## config.mk

```make
export PLATFORM = sky130hd
export DESIGN_NAME = twos_to_signmag_seq_flat
export DESIGN_NICKNAME = d
export VERILOG_FILES = /design/src/rtl/twos_to_signmag_seq_if.sv /design/src/rtl/twos_to_signmag_seq.sv /design/src/flat_wrapper.sv
export SDC_FILE = /design/constraint.sdc
export NUM_CORES = 1
export LEC_CHECK = 0
export ABC_AREA = 1
export CORE_MARGIN = 2
export CORE_UTILIZATION = 49
export DETAILED_ROUTE_END_ITERATION = 10
export GPL_TIMING_DRIVEN = 0
export PLACE_DENSITY = 0.76
export SLEW_MARGIN = 10
export SYNTH_ARGS = -nofsm -noshare
export SYNTH_HDL_FRONTEND = slang
export SYNTH_SLANG_ARGS = --single-unit
```

## constraint.sdc

```tcl
create_clock -name clk -period 1.55 [get_ports clk]
set_clock_uncertainty 0.1 [all_clocks]
set_input_delay 0.465 -clock clk [delete_from_list [all_inputs] [get_ports clk]]
set_output_delay 0.465 -clock clk [all_outputs]
set_load 0.01 [all_outputs]
```

## src/rtl/twos_to_signmag_seq_if.sv

```systemverilog
// Handshake bundle for the two's-complement to sign-magnitude converter.
// The slave modport is the converter's view; master is the producer/consumer side.
interface twos_to_signmag_seq_if #(
    parameter int WIDTH = 8
);
    logic             in_valid;
    logic             in_ready;
    logic [WIDTH-1:0] in_data;
    logic             out_valid;
    logic             out_ready;
    logic             out_flag;
    logic [WIDTH-1:0] out_mag;
    logic             busy;

    modport master (
        output in_valid, in_data, out_ready,
        input  in_ready, out_valid, out_flag, out_mag, busy
    );

    modport slave (
        input  in_valid, in_data, out_ready,
        output in_ready, out_valid, out_flag, out_mag, busy
    );
endinterface

```

## src/rtl/twos_to_signmag_seq.sv

```systemverilog
// Two's complement to sign-magnitude converter; negatives are negated bit-serially,
// LSB first ("copy through the first 1, invert the rest"), one operand in flight.
module twos_to_signmag_seq #(
    parameter int WIDTH = 8
) (
    input  logic                  clk,
    input  logic                  rst,
    twos_to_signmag_seq_if.slave  bus
);
    localparam int CW = (WIDTH > 2) ? $clog2(WIDTH) : 1;
    localparam logic [CW-1:0] LAST = CW'(WIDTH - 1);

    localparam logic [1:0] IDLE  = 2'd0;
    localparam logic [1:0] SHIFT = 2'd1;
    localparam logic [1:0] DONE  = 2'd2;

    logic [1:0]       state;
    logic [WIDTH-1:0] sreg;
    logic [CW-1:0]    cnt;
    logic             seen_one;
    logic             flag;
    logic [WIDTH-1:0] mag;

    always_ff @(posedge clk or posedge rst) begin
        if (rst) begin
            state    <= IDLE;
            sreg     <= '0;
            cnt      <= '0;
            seen_one <= 1'b0;
            flag     <= 1'b0;
            mag      <= '0;
        end else begin
            case (state)
                IDLE: begin
                    if (bus.in_valid) begin
                        if (!bus.in_data[WIDTH-1]) begin
                            mag   <= bus.in_data;
                            flag  <= 1'b0;
                            state <= DONE;
                        end else begin
                            sreg     <= bus.in_data;
                            flag     <= 1'b1;
                            cnt      <= '0;
                            seen_one <= 1'b0;
                            state    <= SHIFT;
                        end
                    end
                end
                SHIFT: begin
                    // Result enters at the MSB so the first (LSB) bit lands in bit 0 after WIDTH shifts.
                    mag      <= {(seen_one ? ~sreg[0] : sreg[0]), mag[WIDTH-1:1]};
                    seen_one <= seen_one | sreg[0];
                    sreg     <= sreg >> 1;
                    cnt      <= cnt + 1'b1;
                    if (cnt == LAST) state <= DONE;
                end
                DONE: begin
                    if (bus.out_ready) state <= IDLE;
                end
                default: state <= IDLE;
            endcase
        end
    end

    assign bus.in_ready  = (state == IDLE);
    assign bus.out_valid = (state == DONE);
    assign bus.busy      = (state != IDLE);
    assign bus.out_flag  = flag;
    assign bus.out_mag   = mag;
endmodule

```

## src/flat_wrapper.sv

```systemverilog
// flat-port wrapper written by rule: the top's interface ports become plain ports
module twos_to_signmag_seq_flat 
#(
    parameter int WIDTH = 8
)
  (clk, rst, bus_in_valid, bus_in_data, bus_out_ready, bus_in_ready, bus_out_valid, bus_out_flag, bus_out_mag, bus_busy);
  twos_to_signmag_seq_if #(.WIDTH(WIDTH)) bus_i ();
  input  logic clk;
  input  logic rst;
  input wire logic [$bits(bus_i.in_valid)-1:0] bus_in_valid;
  input wire logic [$bits(bus_i.in_data)-1:0] bus_in_data;
  input wire logic [$bits(bus_i.out_ready)-1:0] bus_out_ready;
  output wire logic [$bits(bus_i.in_ready)-1:0] bus_in_ready;
  output wire logic [$bits(bus_i.out_valid)-1:0] bus_out_valid;
  output wire logic [$bits(bus_i.out_flag)-1:0] bus_out_flag;
  output wire logic [$bits(bus_i.out_mag)-1:0] bus_out_mag;
  output wire logic [$bits(bus_i.busy)-1:0] bus_busy;
  assign bus_i.in_valid = bus_in_valid;
  assign bus_i.in_data = bus_in_data;
  assign bus_i.out_ready = bus_out_ready;
  assign bus_in_ready = bus_i.in_ready;
  assign bus_out_valid = bus_i.out_valid;
  assign bus_out_flag = bus_i.out_flag;
  assign bus_out_mag = bus_i.out_mag;
  assign bus_busy = bus_i.busy;
  twos_to_signmag_seq #(.WIDTH(WIDTH)) u_core (.clk(clk), .rst(rst), .bus(bus_i));
endmodule
```

==> qor.yml <==
status: "finished, violations left"
violations: "setup timing"
hold_path.class: "reg2reg"
ioPinCount: 24
drc: 0
core_area_um2: 2191
yosys_warnings: 0
die_h_um: 51.78
numCtsBuffers: 3
post-route-util_pct: 71.33
cpMostUsedCell: "buf_6"
slowest_delay_ps: 440
nets: 204
clk_latency_ps: 310
io_buffers: 23
startpoint: "u_core.state[1]"
cts.sinks: 23
mostFrequentLayoutCells: "nand2_1 (76), dfrtp_1 (23), nand3_1 (15), buf_4 (15), clkdlybuf4s50_1 (11)"
synth_edf_count: 0
path_delay_family: "flip-flops"
slew_viol_final: 0
setup_violations: 11
min_from: "u_core.sreg[3]"
grt_max_degree: 24
die-width_um: 51.78
grt-ovfl-total: 0
dp_hpwl_mm: 1.742
vdd_drop_max_mv: 1.342
drt_iter0_drc: 23
fin_crit_sh_pct: 110.8
total_power_mw: 3.323
worst_slew_pin_slew_ps: 876.4
ys_ff_latch: 23
pre_cts_ws_ps: -330.9
synthCells: 146
p_leak_nw: 0.8578
post-route-min-period_ps: 1717
regToRegStartpoint: "u_core.state[0]"
avgSynthCellArea_um2: 7.661
crit_buf_inv: 3
slowest_stage: "dfrtp_1"
grt_pass1_vias: 1082
cts_max_level: 1
antenna_found_initial: 0
synthToLayoutAreaGrowth_pct: 39.71
yosysUniqueCellTypes: 18
clkTransAtPathRegs_ps: 130
worstSetupPathType: "reg2out"
slew_headroom_pct: 41.51
hold_viol: 0
num_rows: 17
endpoint_kind: "output pin"
clockBufferDepth: 2
track_usage_pct: 23.34
synth_area_um2: 1119
crit_path_max_fanout: 3
initial_utilization_pct: 51.06
syn_nets: 161
insertedDiodeCount: 0
ys_seq_area_share_pct: 51.45
async_reset_ff_share_pct: 100.0
cp_cell_sequence: "buf_6 > nor2_4 > inv_2 > buf_6"
cp-start-kind: "register"
cap_violations: 0
vias_per_cell: 5.102
finalWorstSetupSlack_ps: -167.1
final_common_cell: "nand2_1"
cts_tree: "done"
power.density_nw_per_um2: 2127
cts-root-buf: "clkbuf_4"
vias: 1102
fmax_ghz: 0.5824
drive_above_1_share_pct: 20.74
worst_hold_slack_ps: 393.8
wl_per_cell_um: 12.98
routabilityCongestion: 0.7668
rsz0062_at_grt: "true"
grt_first_pass_wirelength_mm: 4.526
die_area_um2: 2681
cp.required_ps: 980
wirelength_mm: 2.804
arrival_ps: 1150
dr.pass1.iters: 4
ys.flop_type: "dfrtp_1"
antenna_left: 0
stage by stage:
stage	cells	setup TNS, ps	instance area (um^2)
CTS	212	-450.6	1511
finish	216	-544.3	1563
floorplan	146	0	1119
global placement	197	-9825	1384
detailed placement	197	-10060	1384
global route	216	-1486	1563
worst register-to-register path: cells and delay by family, from the launching register on:
kind          cells  cell delay, ps
simple gates      4             440
flops             1             410
buf+inv           3             500
report_power, final:
group / internal (mW) / switching, mW / leakage [nW]
registers: 0.890 / 0.150 / 0.285
clock network: 0.100 / 0.171 / 0.0150
logic: 0.881 / 1.13 / 0.558
total: 1.87 / 1.45 / 0.858
repair_timing:
action | in CTS | in global routing
resized for setup | 39 | 17
setup endpoints to repair | 12 | 30
setup buffers | 11 | 3
hold buffers | 0 | 0
pin swaps | 0 | 1
gates cloned | 0 | 1
flip-flops by register name (all words and copies together) (netlist names):
name	cells
u_core.bus.out_mag	8
u_core.bus.out_flag	1
u_core.state	2
u_core.seen_one	1
u_core.sreg	8
u_core.cnt	3
synth_stat cells (2+ instances only):
library cell | count | area, um^2
a21oi_1 | 2 | 10.01
inv_1 | 8 | 30.03
dfrtp_1 | 23 | 575.6
nor2_1 | 2 | 7.510
nand2_1 | 77 | 289.0
buf_2 | 3 | 15.01
ha_1 | 3 | 37.54
o21ai_0 | 3 | 15.01
nand3_1 | 15 | 75.07
nand2_2 | 2 | 12.51
cell type report:
| class | instances | area (um^2) |
|---|---|---|
| repair inverters | 1 | 7.507 |
| repair buffers | 37 | 316.6 |
| fillers | 185 | 628.1 |
| inverters | 10 | 41.29 |
| flip-flops and latches | 23 | 575.6 |
| clock buffers | 4 | 26.28 |
| plain buffers | 4 | 37.54 |
| well taps | 28 | 35.03 |
| multi-input cells | 109 | 523.0 |
routing by layer:
layer | track usage [%] | part of all wire (%) | vias to the layer above
met3 | 3.448 | 4.0 | 4
li1 | - | - | 539
met1 | 29.52 | 44 | 536
met4 | 7.895 | 1.2 | 0
met2 | 40.81 | 51 | 23
met5 | 0 | 0 | -
worst paths after layout:
path	endpoint	slack, ps	cells past startpoint
worst min-delay path	u_core.sreg[3]	390	2
max in group asynchronous	u_core.sreg[3]	280	2
min in group asynchronous	u_core.state[0]	520	2
worst max register to register	u_core.bus.out_flag	0	7
worst min register to register	u_core.sreg[3]	390	2
worst max-delay path	bus_busy	-170	4
cell families (layout without fill, tap and decap cells):
kind of cell	Yosys count	count (layout)	synth area share, %
simple gates	97	97	34.90
flops	23	23	51.45
buf+inv	14	56	5.368
compound gates	8	8	4.027
fa+ha+maj	3	3	3.356
mux	1	1	0.8949
Note: power is estimated with default switching activity, not from simulation.
